### config.mk
export PLATFORM = sky130hd
export DESIGN_NAME = pkt_rx_flat
export DESIGN_NICKNAME = d
export VERILOG_FILES = /design/src/rtl/pkt_pkg.sv /design/src/rtl/pkt_rx_if.sv /design/src/rtl/pkt_fifo.sv /design/src/rtl/pkt_rx.sv /design/src/flat_wrapper.sv
export SDC_FILE = /design/constraint.sdc
export NUM_CORES = 1
export LEC_CHECK = 0
export ABC_CLOCK_PERIOD_IN_PS = 4500
export CELL_PAD_IN_SITES_DETAIL_PLACEMENT = 1
export CELL_PAD_IN_SITES_GLOBAL_PLACEMENT = 1
export CORE_MARGIN = 1
export CORE_UTILIZATION = 45
export CTS_CLUSTER_SIZE = 8
export DETAILED_ROUTE_END_ITERATION = 7
export PLACE_DENSITY = 0.71
export SYNTH_ARGS = -nofsm -noshare
export SYNTH_HDL_FRONTEND = slang
export SYNTH_HIERARCHICAL = 1
export SYNTH_SLANG_ARGS = --single-unit
### constraint.sdc
create_clock -name clk -period 4.5 [get_ports clk]
set_clock_uncertainty 0.2 [all_clocks]
set_input_delay 0.9 -clock clk [delete_from_list [all_inputs] [get_ports clk]]
set_output_delay 0.9 -clock clk [all_outputs]
set_load 0.05 [all_outputs]
### src/rtl/pkt_pkg.sv
// Shared types and flit encodings for the packet receiver.
package pkt_pkg;
    localparam int PKTW = 9;
    localparam logic ASSERT = 1'b1;
    localparam logic NEGATE = 1'b0;

    localparam logic [1:0] FT_IDLE = 2'b00;
    localparam logic [1:0] FT_HEAD = 2'b10;
    localparam logic [1:0] FT_BODY = 2'b01;
    localparam logic [1:0] FT_TAIL = 2'b11;

    typedef enum logic [1:0] {
        S_IDLE,
        S_RECV,
        S_DROP
    } state_t;

    typedef struct packed {
        logic       last;
        logic [7:0] data;
    } entry_t;
endpackage

### src/rtl/pkt_rx_if.sv
// Host-side read stream of the packet receiver.
interface pkt_rx_if;
    logic [7:0] rd_data;
    logic       rd_last;
    logic       rd_valid;
    logic       rd_ready;

    modport master (output rd_data, rd_last, rd_valid, input rd_ready);
    modport slave  (input rd_data, rd_last, rd_valid, output rd_ready);
endinterface

### src/rtl/pkt_fifo.sv
// Byte FIFO with a commit pointer; only committed bytes are visible to the reader.
module pkt_fifo
    import pkt_pkg::*;
#(
    parameter int DEPTH = 16
) (
    input  logic   clk,
    input  logic   rst,
    input  logic   wr_en,
    input  entry_t wr_entry,
    input  logic   commit,
    input  logic   rewind,
    input  logic   rd_en,
    output logic   full,
    output logic   empty,
    output entry_t rd_entry
);
    localparam int AW = $clog2(DEPTH);

    entry_t mem [DEPTH];
    logic [AW:0] wr_ptr;
    logic [AW:0] cm_ptr;
    logic [AW:0] rd_ptr;

    assign full = (wr_ptr[AW] != rd_ptr[AW]) &&
                  (wr_ptr[AW-1:0] == rd_ptr[AW-1:0]);
    assign empty = (cm_ptr == rd_ptr);
    assign rd_entry = mem[rd_ptr[AW-1:0]];

    always_ff @(posedge clk) begin
        if (wr_en)
            mem[wr_ptr[AW-1:0]] <= wr_entry;
    end

    always_ff @(posedge clk or posedge rst) begin
        if (rst) begin
            wr_ptr <= '0;
            cm_ptr <= '0;
            rd_ptr <= '0;
        end else begin
            // Rewind drops only the uncommitted tail of the buffer
            if (rewind) begin
                wr_ptr <= cm_ptr;
            end else if (wr_en) begin
                wr_ptr <= wr_ptr + 1'b1;
                if (commit)
                    cm_ptr <= wr_ptr + 1'b1;
            end
            if (rd_en && !empty)
                rd_ptr <= rd_ptr + 1'b1;
        end
    end
endmodule

### src/rtl/pkt_rx.sv
// Packet receiver: frames switch flits into a store-and-forward byte FIFO.
module pkt_rx
    import pkt_pkg::*;
#(
    parameter logic [1:0] PORT   = 2'd0,
    parameter int         DEPTH  = 16,
    parameter int         MAXLEN = 8
) (
    input  logic            clk,
    input  logic            rst,
    input  logic [PKTW:0]   flit_i,
    pkt_rx_if.master        rd,
    output logic [3:0]      pkt_cnt,
    output logic [7:0]      err_cnt,
    output logic [7:0]      drop_cnt
);
    state_t     state, nxt;
    logic [7:0] len, len_nxt;
    logic       wr_en, commit, rewind, last;
    logic       err_inc, drop_inc;
    logic       full, empty, rd_en;
    logic [1:0] ftype;
    entry_t     rd_entry;

    assign ftype = flit_i[9:8];

    pkt_fifo #(.DEPTH(DEPTH)) u_fifo (
        .clk      (clk),
        .rst      (rst),
        .wr_en    (wr_en),
        .wr_entry ({last, flit_i[7:0]}),
        .commit   (commit),
        .rewind   (rewind),
        .rd_en    (rd_en),
        .full     (full),
        .empty    (empty),
        .rd_entry (rd_entry)
    );

    assign rd.rd_valid = !empty;
    assign rd.rd_data  = rd_entry.data;
    assign rd.rd_last  = rd_entry.last;
    assign rd_en       = rd.rd_valid && rd.rd_ready;

    always_comb begin
        nxt      = state;
        len_nxt  = len;
        wr_en    = 1'b0;
        commit   = 1'b0;
        rewind   = 1'b0;
        last     = 1'b0;
        err_inc  = 1'b0;
        drop_inc = 1'b0;
        unique case (state)
            S_IDLE, S_DROP: begin
                if (ftype == FT_HEAD) begin
                    if (flit_i[1:0] != PORT) begin
                        err_inc = 1'b1;
                        nxt     = S_IDLE;
                    end else if (full) begin
                        rewind   = 1'b1;
                        drop_inc = 1'b1;
                        nxt      = S_DROP;
                    end else begin
                        wr_en   = 1'b1;
                        len_nxt = 8'd1;
                        nxt     = S_RECV;
                    end
                end else if (ftype != FT_IDLE) begin
                    if (state == S_IDLE)
                        err_inc = 1'b1;
                    else if (ftype == FT_TAIL)
                        nxt = S_IDLE;
                end
            end
            S_RECV: begin
                if (ftype == FT_HEAD) begin
                    rewind  = 1'b1;
                    err_inc = 1'b1;
                    nxt     = S_IDLE;
                end else if (ftype != FT_IDLE) begin
                    if (len >= 8'(MAXLEN)) begin
                        rewind  = 1'b1;
                        err_inc = 1'b1;
                        nxt     = S_DROP;
                    end else if (full) begin
                        rewind   = 1'b1;
                        drop_inc = 1'b1;
                        nxt      = (ftype == FT_TAIL) ? S_IDLE : S_DROP;
                    end else begin
                        wr_en   = 1'b1;
                        len_nxt = len + 8'd1;
                        if (ftype == FT_TAIL) begin
                            last   = 1'b1;
                            commit = 1'b1;
                            nxt    = S_IDLE;
                        end
                    end
                end
            end
            default: nxt = S_IDLE;
        endcase
    end

    always_ff @(posedge clk or posedge rst) begin
        if (rst) begin
            state    <= S_IDLE;
            len      <= '0;
            pkt_cnt  <= '0;
            err_cnt  <= '0;
            drop_cnt <= '0;
        end else begin
            state <= nxt;
            len   <= len_nxt;
            if ((wr_en && commit) != (rd_en && rd.rd_last)) begin
                if (wr_en && commit)
                    pkt_cnt <= pkt_cnt + 4'd1;
                else
                    pkt_cnt <= pkt_cnt - 4'd1;
            end
            if (err_inc && err_cnt != 8'hFF)
                err_cnt <= err_cnt + 8'd1;
            if (drop_inc && drop_cnt != 8'hFF)
                drop_cnt <= drop_cnt + 8'd1;
        end
    end
endmodule

### src/flat_wrapper.sv
// flat-port wrapper written by rule: the top's interface ports become plain ports
module pkt_rx_flat import pkt_pkg::*;
#(
    parameter logic [1:0] PORT   = 2'd0,
    parameter int         DEPTH  = 16,
    parameter int         MAXLEN = 8
)
  (clk, rst, flit_i, pkt_cnt, err_cnt, drop_cnt, rd_rd_data, rd_rd_last, rd_rd_valid, rd_rd_ready);
  pkt_rx_if rd_i ();
  input  logic clk;
  input  logic rst;
  input  logic [PKTW:0] flit_i;
  output logic [3:0] pkt_cnt;
  output logic [7:0] err_cnt;
  output logic [7:0] drop_cnt;
  output wire logic [$bits(rd_i.rd_data)-1:0] rd_rd_data;
  output wire logic [$bits(rd_i.rd_last)-1:0] rd_rd_last;
  output wire logic [$bits(rd_i.rd_valid)-1:0] rd_rd_valid;
  input wire logic [$bits(rd_i.rd_ready)-1:0] rd_rd_ready;
  assign rd_rd_data = rd_i.rd_data;
  assign rd_rd_last = rd_i.rd_last;
  assign rd_rd_valid = rd_i.rd_valid;
  assign rd_i.rd_ready = rd_rd_ready;
  pkt_rx #(.PORT(PORT), .DEPTH(DEPTH), .MAXLEN(MAXLEN)) u_core (.clk(clk), .rst(rst), .flit_i(flit_i), .rd(rd_i), .pkt_cnt(pkt_cnt), .err_cnt(err_cnt), .drop_cnt(drop_cnt));
endmodule
==> metrics <==
Synth Register Bits 189; sequential-to-total area share from yosys stat 67.8%; drt wl/cell 21.9 µm; global-route wire length before repair 27,200 µm; layout cells sized above 1 18.8%; Combinational Power Share 21.4%; Yosys warning count 6; Ports 43; Fmax 0.238 GHz; run status finished, final reports clean; PD cells 484 nW/µm²; Commonest cells post-synth 144 x edfxtp_1, 45 x dfrtp_1, 33 x nand2_1; WS Path Type register to output port; Post-synth EDFFs 144; CP Capture Type output port; max_slew headroom 44.3%; chip height 136 µm; Net Sw Frac 31.2%; Pleak 3.33 nW; Core Footprint 17,400 µm²; Synth Net Count 505; cts hold-fix bufs 0; cts repair resizes 0; Routed WL 17,200 µm; setup violators final 0; maxcap violations 0; crit path DAT 3100 ps; top_reg_cell synth edfxtp_1; # diodes 0; clk_lat worst skew 430 ps; startpoint class of the critical path register; Synth cell types 53; vias 4,358; die area 18,400 µm²; Pre-Repair DR Iteration Count 4; ys async rst share 23.8%; Final ANT Viol Nets 0; setup bufs post-CTS 0; nets 571; clock share of power 31.9%; Initial Utilization 46.3%; most common cell in the netlist edfxtp_1; largest net degree at the start of global routing 31; Worst-Margin Slew 832 ps; Rows 48; Total Power 0.00454 W; H-tree levels 4; die width 136 µm; post-synthesis cell area 8040 µm²; post-route clock period utilization 93.4%; Tmin final 4200 ps; Gate Count Post-Synth 480; All-Layer GR Usage 20.5%; final design utilization 54.1%; clock tree from TritonCTS done; initial drt markers 203; CP Max Fanout 21; Syn Area/Cell 16.7 µm²; clk slew on worst S/H paths 70 ps; routability cong. 0.769; Residual DRC 0; RSZ-0062 raised after global routing no; Net Switching 0.00142 W; Slew Limit Fails 0; Synth area leader edfxtp_1; port bufs 42; clk sink count 189; Sequential Power Share 46.8%; post-DP HPWL 11,500 µm; Worst Path Required 3400 ps; vias in the first global route 4,818; Final Hold Vio Count 0; TNS Setup 0 ps; total congestion overflow 0; top cell type's share of synthesized area 53.8%; Area growth syn-to-layout 16.9%; ranking of synthesized cells by area edfxtp_1 54%, dfrtp_1 14%, mux4_2 8.7%; Hold WC Path Type register to register; initial antenna violation count 0; peak supply drop 0.313 mV; fill count 1,641; clock buffer depth 2; vias per inst 5.56; Num CTS Buffers 17; Root Driver clkbuf_16; Int Power 0.00313 W
-- critical path, stage by stage (launching register included) --
cell             delay (ps)
dfrtp_2                 790
buf_12                  250
mux4_1                  560
a22oi_1                 240
nand2_1                 110
clkdlybuf4s50_1         710
-- power by group through the flow --
stage | sequential [W] | clock (W) | combinational (W)
6_report | 0.00213 | 0.00145 | 0.000971
5_1_grt | 0.00215 | 0.00154 | 0.00104
4_1_cts | 0.00213 | 0.00147 | 0.000980
3_5_place_dp | 0.00216 | 0 | 0.000972
3_3_place_gp | 0.00216 | 0 | 0.000950
2_1_floorplan | 0.00228 | 0 | 0.000520
-- flip-flops by register name, indices dropped and copies added, names as in the netlist --
signal and cells:
u_core/u_fifo/mem 144, u_core/len 8, u_core/state 2, u_core/u_fifo/cm_ptr 5
u_core/u_fifo/wr_ptr 5, u_core/err_cnt 8, u_core/drop_cnt 8, u_core/pkt_cnt 4
u_core/u_fifo/rd_ptr 5
-- cell type report --
class                      count  area, µm²  area share (%)
tap                          225        282            3.00
inverter                      10       37.5           0.400
sequential                   189       5450            58.0
clock inverter                13        134            1.43
timing repair buffer          67        641            6.82
multi-input combinational    261       2410            25.7
clock buffer                  19        433            4.61
-- cell families (layout without fill, tap and decap cells) --
logic type / count (synthesis) / after routing / synth area share [%]
flops: 189 / 189 / 67.8
simple gates: 117 / 117 / 7.75
compound gates: 48 / 48 / 4.45
mux: 46 / 46 / 11.7
xor+xnor: 38 / 38 / 4.14
buf+inv: 30 / 109 / 2.15
fa+ha+maj: 12 / 12 / 1.96
-- stage by stage --
stage | cell area (µm²) | instances | hold slack (ps) | setup WS (ps)
after floorplan | 8040 | 480 | 287 | 1210
after global placement | 8800 | 751 | 269 | 724
after detailed placement | 8800 | 751 | 261 | 596
after CTS | 9370 | 783 | 276 | 244
after global routing | 9390 | 784 | 293 | 103
final | 9390 | 784 | 276 | 295
-- routing by layer --
metal  routed length [µm]  track usage [%]  vias to the layer above
li1                     -                -                     1985
met1                 7120             25.2                     2284
met2                 9340             36.2                       70
met3                  508             4.23                       19
met4                  237             6.30                        0
met5                    0                0                        -
-- final timing paths --
kind                                                          start                             endpoint  slack, ps  depth (start not counted)
worst max-delay path            u_core/u_fifo/rd_ptr[1]$_DFFE_PP0P_                        rd_rd_data[2]        300                          5
worst min-delay path                  u_core/pkt_cnt[3]$_DFFE_PP0P_        u_core/pkt_cnt[3]$_DFFE_PP0P_        280                          1
worst max register to register  u_core/u_fifo/rd_ptr[2]$_DFFE_PP0P_        u_core/pkt_cnt[3]$_DFFE_PP0P_        680                         12
worst min register to register        u_core/pkt_cnt[3]$_DFFE_PP0P_        u_core/pkt_cnt[3]$_DFFE_PP0P_        280                          1
max in group asynchronous                                       rst       u_core/drop_cnt[6]$_DFFE_PP0P_       2900                          3
min in group asynchronous                                       rst  u_core/u_fifo/cm_ptr[0]$_DFFE_PP0P_        670                          2
-- cells in the final DEF, fill, tap and decap left out, types with 17 or more instances in the layout --
cell type          n
clkdlybuf4s50_1   42
edfxtp_1         144
xnor2_1           18
xor2_1            20
buf_4             23
clkbuf_16         17
dfrtp_1           44
nor2_1            25
mux4_2            31
nand2_1           33
Note: power is estimated with default switching activity, not from simulation.
